[src/rtl/apb_bridge.sv]
`default_nettype none
// ============================================================================
// Module   : apb_bridge
// Purpose  : Single-master APB bridge. Turns a level-sampled transfer request
//            plus direction into an APB SETUP/ACCESS sequence toward one
//            slave. Address and write data come from internal counters.
//            Captured read data is returned on a side port.
// Revision : 1.0 - initial release
// ----------------------------------------------------------------------------
// Ports
//   pclk        in   APB clock, all state changes on the rising edge
//   preset_n    in   asynchronous reset, ACTIVE-HIGH despite the name
//   transfer    in   transfer request, sampled at posedge
//   rd_wr       in   direction, 1 = write, 0 = read
//   pready      in   slave ready
//   prdata      in   slave read data
//   pselect     out  APB PSEL
//   penable     out  APB PENABLE
//   pwrite      out  APB PWRITE
//   pwdata      out  APB PWDATA (write-data counter)
//   paddr       out  APB PADDR (address counter)
//   rdata       out  data of the last completed read
//   rdata_valid out  one-cycle pulse when rdata updates
// ============================================================================
module apb_bridge #(
  parameter int unsigned      WIDTH      = 16,
  parameter logic [WIDTH-1:0] ADDR_BASE  = '0,
  parameter logic [WIDTH-1:0] ADDR_STEP  = WIDTH'(1),
  parameter logic [WIDTH-1:0] WDATA_INIT = WIDTH'(16'h00A5)
) (
  input  logic             pclk,
  input  logic             preset_n,
  input  logic             transfer,
  input  logic             rd_wr,
  input  logic             pready,
  input  logic [WIDTH-1:0] prdata,
  output logic             pselect,
  output logic             penable,
  output logic             pwrite,
  output logic [WIDTH-1:0] pwdata,
  output logic [WIDTH-1:0] paddr,
  output logic [WIDTH-1:0] rdata,
  output logic             rdata_valid
);

  typedef enum logic [1:0] {
    ST_IDLE   = 2'd0,
    ST_SETUP  = 2'd1,
    ST_ACCESS = 2'd2
  } state_t;

  state_t r_state;
  state_t w_next_state;
  logic   w_complete;   // transfer finishes at this edge
  logic   w_load_dir;   // entering SETUP: capture rd_wr into pwrite

  // Next-state decode
  always_comb begin
    w_next_state = r_state;
    w_complete   = 1'b0;
    w_load_dir   = 1'b0;
    case (r_state)
      ST_IDLE: begin
        if (transfer) begin
          w_next_state = ST_SETUP;
          w_load_dir   = 1'b1;
        end
      end
      ST_SETUP: begin
        w_next_state = ST_ACCESS;
      end
      ST_ACCESS: begin
        // Request inputs are only looked at when the current transfer ends,
        // so a new request can chain straight into SETUP without an IDLE gap.
        if (pready) begin
          w_complete = 1'b1;
          if (transfer) begin
            w_next_state = ST_SETUP;
            w_load_dir   = 1'b1;
          end else begin
            w_next_state = ST_IDLE;
          end
        end
      end
      default: begin
        w_next_state = ST_IDLE;
      end
    endcase
  end

  // State and registered outputs. PSEL/PENABLE are decoded from the next
  // state so they line up with the state they describe.
  always_ff @(posedge pclk or posedge preset_n) begin
    if (preset_n) begin
      r_state     <= ST_IDLE;
      pselect     <= 1'b0;
      penable     <= 1'b0;
      pwrite      <= 1'b0;
      pwdata      <= WDATA_INIT;
      paddr       <= ADDR_BASE;
      rdata       <= '0;
      rdata_valid <= 1'b0;
    end else begin
      r_state     <= w_next_state;
      pselect     <= (w_next_state != ST_IDLE);
      penable     <= (w_next_state == ST_ACCESS);
      rdata_valid <= 1'b0;

      if (w_load_dir) begin
        pwrite <= rd_wr;
      end

      // pwrite still reflects the finishing transfer here; a re-latch for a
      // back-to-back transfer only takes effect after this edge.
      if (w_complete) begin
        paddr <= paddr + ADDR_STEP;
        if (pwrite) begin
          pwdata <= pwdata + WIDTH'(1);
        end else begin
          rdata       <= prdata;
          rdata_valid <= 1'b1;
        end
      end
    end
  end

endmodule
`default_nettype wire

[config.mk]
export PLATFORM = sky130hd
export DESIGN_NAME = apb_bridge
export DESIGN_NICKNAME = d
export VERILOG_FILES = /design/src/rtl/apb_bridge.sv
export SDC_FILE = /design/constraint.sdc
export NUM_CORES = 1
export LEC_CHECK = 0
export CAP_MARGIN = 25
export CORE_MARGIN = 2
export CORE_UTILIZATION = 40
export DETAILED_ROUTE_END_ITERATION = 10
export PLACE_DENSITY = 0.75
export SYNTH_ARGS = -nofsm -noshare
export SYNTH_HDL_FRONTEND = slang
export SYNTH_SLANG_ARGS = --single-unit
[constraint.sdc]
create_clock -name pclk -period 2.3 [get_ports pclk]
set_clock_uncertainty 0.15 [all_clocks]
set_input_delay 0.46 -clock pclk [delete_from_list [all_inputs] [get_ports pclk]]
set_output_delay 0.46 -clock pclk [all_outputs]
set_load 0.005 [all_outputs]
==> results of run 1 <==
## cell families (layout without fill, tap and decap cells)
family,count (synthesis),in the layout,synth area share
AND/OR/NAND/NOR,66,66,0.1685
XOR/XNOR,30,30,0.1168
buffers and inverters,3,87,0.006677
multiplexers,19,19,0.09400
flip-flops,54,54,0.6029
adder cells (fa/ha/maj),2,2,0.01112
## state kept, by name, summed over array words and instances (netlist names)
register     count
paddr           16
penable          1
pselect          1
pwdata          16
pwrite           1
r_state          2
rdata           16
rdata_valid      1
## cells in the final DEF, fill, tap and decap left out, types with 3 or more instances in the layout
cell type and instances:
xnor2_1 19, clkbuf_8 5, buf_4 3, clkdlybuf4s50_1 72, mux2_2 8, nand3_1 10, mux2_1 9, nand2_1 23
nor3_1 5, dfrtp_1 50, nand4_1 5, dfstp_2 4, nor2_1 6, xor2_1 11
## worst max path at each step
stage                     end  slack (ps)  cells past startpoint
detailed placement  paddr[12]         150                      5
floorplan            paddr[0]         380                      1
finish              pwdata[0]         270                      1
CTS                 pwdata[0]         250                      1
global route        pwdata[0]         210                      1
global placement    rdata[15]         170                      5
## power groups by stage
stage	Clock (uW)	Sequential (uW)	Combinational [uW]
2_1_floorplan	0	1390	273
3_3_place_gp	0	1380	835
3_5_place_dp	0	1390	852
4_1_cts	641	1370	853
5_1_grt	670	1410	907
6_report	619	1370	836
## metrics by stage
stage | hold slack [ps] | utilization | total power, uW | setup slack, ps | cell area (um2)
finish | 262.3 | 0.5892 | 2824 | 265.4 | 3224
global route | 288.6 | 0.5892 | 2986 | 212.6 | 3224
CTS | 257.6 | 0.5892 | 2866 | 252.5 | 3224
detailed placement | 312.2 | 0.5693 | 2240 | 148.0 | 3115
global placement | 306.8 | 0.5693 | 2219 | 166.4 | 3115
floorplan | 314.7 | - | 1662 | 382.0 | 2250
## final cells by class
type	count	area (um2)
Sequential cell	54	1356
Fill cell	491	2248
Clock inverter	3	40.04
Tap cell	72	90.09
Timing Repair Buffer	77	783.3
Inverter	2	7.507
Multi-Input combinational cell	117	878.3
Clock buffer	5	68.82
## layer usage
metal  track usage  share of wire
met2        0.2475           0.51
met5             0              0
met1        0.1973           0.44
met4       0.05172          0.015
met3       0.03182          0.032
==> results.toml, run 1 <==
[status]
status = "completed"

[placement]
portBuffers = 72
place_congestion = 0.7690
placed_cells = 322
hpwl_mm = 3.243

[sta]
worst_slew_pin_slew_ps = 337.7
timing.final.hold_violations = 0
fin_crit_ps = 2035
slew_headroom = 0.7736
setup_tns_ps = 0
setup_viol = 0
grt_setup_unrepaired = "false"
drv_slew = 0
max_freq_ghz = 0.4915
fin_crit_sh = 0.8846

[cts]
clk_latency_ps = 310
postCtsSetupBuffers = 0
cts-htree-levels = 2
clk_path_buf_depth = 2
cts-hold-fix-buffers = 0
clk_pin_slew_ps = 100
clock_sinks = 54
clock-root-buffer = "clkbuf_8"
cts_tree = "yes"
cts_inserted_buffers = 5
cts_resized = 0

[route]
drc_errors = 0
num_vias = 1533
vias_per_cell = 4.645
routedWlPerCell_um = 12.87
drtAntennaViolNets = 0
first_iter_violations = 58
drt_pre_antenna_iters = 6
routed_wl_mm = 4.247

[logic_synthesis]
synthTopCellsByCount = "dfrtp_1, nand2_1, xnor2_1"
synth_warnings = 0
synthArstFlopShare = 1.000
synthesis.area_um2 = 2250
ys.flop_type = "dfrtp_1"
syn_inst = 174
synth_cell_type_count = 29
syn_nets = 197
yosysMostFrequentCell = "dfrtp_1"
syn_avg_cell_area_um2 = 12.93
netlist.area_leader.share = 0.5562
synth_top_cell_by_area = "dfrtp_1"
ys_seq_area_frac = 0.6029
ys_ff_latch = 54
synth_area_leaders = "dfrtp_1, xnor2_1, dfstp_2"
synth_edf_count = 0

[global_route]
grt_pass1_vias = 1507
antenna_found_initial = 0
grt_pass1_wl_mm = 7.320
grt_overflow_total = 0
grtUsageTotal = 0.1502
grt_max_degree = 32

[power]
power.switching_uw = 730.1
p_sw_frac = 0.2585
combPwrFrac = 0.296
ir_drop_v = 0.0004886
p_per_area_nw_per_um2 = 875.8
sequentialPowerShare = 0.485
internal_power_uw = 2094
clkPwrFrac = 0.219
p_leak_uw = 0.001395

[layout]
n_antenna_cell = 0
instances_no_fill = 330
area_growth_syn_to_layout_pct = 43.33
drive_above_1_share = 0.1357
fin_nets = 280

[worst_setup_path]
worst-setup-path-type = "flip-flop to output pin"
end_kind = "output pin"
slowest_delay_ps = 600
rr_worst_depth = 4
critPathLaunchType = "flip-flop"
r2r_slack_ps = 590
crit_buf_inv = 1
critPathSlowestCell = "dfstp_2"
r2r_end = "paddr[14]"
worstPathMaxFanout = 6
crit_required_ps = 1690
crit_start = "pwdata[0]"
crit_chain = "clkdlybuf4s50_1"
cp_data_arrival_time_ps = 1420
crit_family = "flip-flops"
timing.rr.start = "r_state[0]"

[flow_run]
drv_cap = 0

[die]
initial_core_util = 0.4111
ios = 73
row_count = 27
dieArea_um2 = 6240
coreArea_um2 = 5473
die_w_um = 79.00
die_h_um = 79.00

[hold_path]
worstHoldPathType = "input pin to async pin"
No activity file was read; power rests on OpenSTA's default activity.
==> inputs of run 2 (changes only) <==
--- a/config.mk
+++ b/config.mk
@@ -5,11 +5,12 @@
 export SDC_FILE = /design/constraint.sdc
 export NUM_CORES = 1
 export LEC_CHECK = 0
+export ABC_AREA = 1
 export CAP_MARGIN = 25
 export CORE_MARGIN = 2
 export CORE_UTILIZATION = 40
 export DETAILED_ROUTE_END_ITERATION = 10
-export PLACE_DENSITY = 0.75
+export PLACE_DENSITY = 0.73
 export SYNTH_ARGS = -nofsm -noshare
 export SYNTH_HDL_FRONTEND = slang
 export SYNTH_SLANG_ARGS = --single-unit
==> results.toml, run 2 <==
[sta]
drv_slew = 0
timing.final.hold_violations = 0
worst_slew_pin_slew_ps = 390.3
max_freq_ghz = 0.4927
slew_headroom = 0.7394
setup_tns_ps = 0
setup_viol = 0
grt_setup_unrepaired = "false"
fin_crit_ps = 2029
timing.hold.ws_ps = 298.7
fin_crit_sh = 0.8824

[worst_setup_path]
end_kind = "output pin"
crit_chain = "clkdlybuf4s50_1"
worstPathMaxFanout = 5
critPathSlowestCell = "dfstp_2"
crit_start = "pwdata[5]"
crit_family = "flip-flops"
critPathLaunchType = "flip-flop"
crit_required_ps = 1690
cp_data_arrival_time_ps = 1420
worst-setup-path-type = "flip-flop to output pin"
timing.rr.start = "pwdata[0]"
crit_buf_inv = 1
slowest_delay_ps = 600

[hold_path]
worstHoldPathType = "input pin to async pin"

[logic_synthesis]
ys_ff_latch = 54
netlist.area_leader.share = 0.4943
syn_avg_cell_area_um2 = 8.668
synth_warnings = 0
ys_seq_area_frac = 0.5358
ys.flop_type = "dfrtp_1"
syn_inst = 292
synthesis.area_um2 = 2531
yosysMostFrequentCell = "nand2_1"
synth_area_leaders = "dfrtp_1, nand2_1, dfstp_2"
synth_cell_type_count = 27
synthTopCellsByCount = "nand2_1, dfrtp_1, inv_1"
synth_edf_count = 0
synthArstFlopShare = 1.000
syn_nets = 315
synth_top_cell_by_area = "dfrtp_1"

[cts]
clk_latency_ps = 300
cts_inserted_buffers = 5
clk_pin_slew_ps = 100
cts-hold-fix-buffers = 0
clock-root-buffer = "clkbuf_8"
clk_path_buf_depth = 2
postCtsSetupBuffers = 0
cts_resized = 0
clock_sinks = 54
cts-htree-levels = 2
cts_tree = "yes"

[die]
die_w_um = 83.55
row_count = 28
initial_core_util = 0.4201
die_h_um = 83.55
dieArea_um2 = 6981
coreArea_um2 = 6026
ios = 73

[layout]
top_regs = "paddr (16), pwdata (16), rdata (16)"
instances_no_fill = 446
final_cell_mix = "nand2_1, clkdlybuf4s50_1, dfrtp_1"
layout_commonest_cell = "nand2_1"
fin_nets = 393
drive_above_1_share = 0.08086
area_growth_syn_to_layout_pct = 36.93
final_cell_area_um2 = 3466
n_antenna_cell = 0

[placement]
placed_area_um2 = 3349
hpwl_mm = 3.940
place_congestion = 0.7790
placed_cells = 438
portBuffers = 72

[route]
routedWlPerCell_um = 11.93
vias_per_cell = 4.646
drt_pre_antenna_iters = 6
first_iter_violations = 68
num_vias = 2072
routed_wl_mm = 5.321
drc_errors = 0
drtAntennaViolNets = 0

[global_route]
grt_max_degree = 38
grtUsageTotal = 0.1570
grt_overflow_total = 0
grt_pass1_wl_mm = 9.177
antenna_found_initial = 0
grt_pass1_vias = 2058

[power]
combPwrFrac = 0.319
p_sw_frac = 0.3129
sequentialPowerShare = 0.464
clkPwrFrac = 0.218
internal_power_uw = 2089
ir_drop_v = 0.0005728
p_per_area_nw_per_um2 = 877.4
power.switching_uw = 951.4
p_leak_uw = 0.001671

[flow_run]
drv_cap = 0

[status]
status = "completed"
[run 2: cell types whose count changed after synthesis, sizes merged, moves of 2 or more]
cell    change
mux2i       -2
a21oi       +2
xnor2      -12
o21ai       +5
and3        -2
inv        +24
nand3b      +7
nor3        -4
nor2       +21
nand2     +106
nand4       -2
mux2       -17
and3b       -2
[run 2: logic make-up after synthesis]
logic type,share of synthesized area
AO/OA/AOI/OAI,0.01384
adder cells (fa/ha/maj),0.009885
buffers and inverters,0.04795
XOR/XNOR,0.06525
flip-flops,0.5358
AND/OR/NAND/NOR,0.3272
[run 2: final timing paths]
check                             end  slack [ps]  cells past startpoint
setup / recovery            pwdata[5]         270                      1
hold / removal               rdata[3]         300                      2
max in group asynchronous   pwdata[2]        1120                      3
hold reg to reg              rdata[1]         340                      2
min in group pclk            rdata[1]         340                      2
setup reg to reg           pwdata[14]         660                      8
[run 2: cell type report]
class                   instances  area (um2)
multi-input cells             209        1054
well taps                      75       93.84
flip-flops and latches         54        1356
repair buffers                 73       740.7
clock buffers                   5       68.82
inverters                      27       105.1
clock inverters                 3       47.55
fillers                       560        2560
[run 2: metal layers]
metal  track usage  wire length, um  vias to the layer above
met4       0.04985               63                        0
met1        0.1947             2484                      971
met5             0                0                        -
met3       0.03462              221                        5
met2        0.2727             2551                       45
li1              -                -                     1051
[run 2: power groups by stage]
stage | logic (uW) | registers [uW] | clock network [uW]
global route | 1080 | 1450 | 718
finish | 969 | 1410 | 662
global placement | 955 | 1430 | 0
CTS | 989 | 1410 | 679
floorplan | 409 | 1410 | 0
detailed placement | 985 | 1420 | 0
[run 2: per-stage QoR]
stage               total power [uW]  setup slack [ps]  utilization
floorplan                       1820             382.0            -
global placement                2381             263.8       0.5559
detailed placement              2406             233.7       0.5559
CTS                             3082             255.2       0.5752
global route                    3250             234.7       0.5752
finish                          3041             270.5       0.5752
==> inputs of run 3 (changes only) <==
--- a/config.mk
+++ b/config.mk
@@ -6,7 +6,7 @@
 export NUM_CORES = 1
 export LEC_CHECK = 0
 export ABC_AREA = 1
-export CAP_MARGIN = 25
+export CAP_MARGIN = 20
 export CORE_MARGIN = 2
 export CORE_UTILIZATION = 40
 export DETAILED_ROUTE_END_ITERATION = 10
==> results of run 3 <==
Final layout, timing and power as in run 2 (identical DEF).
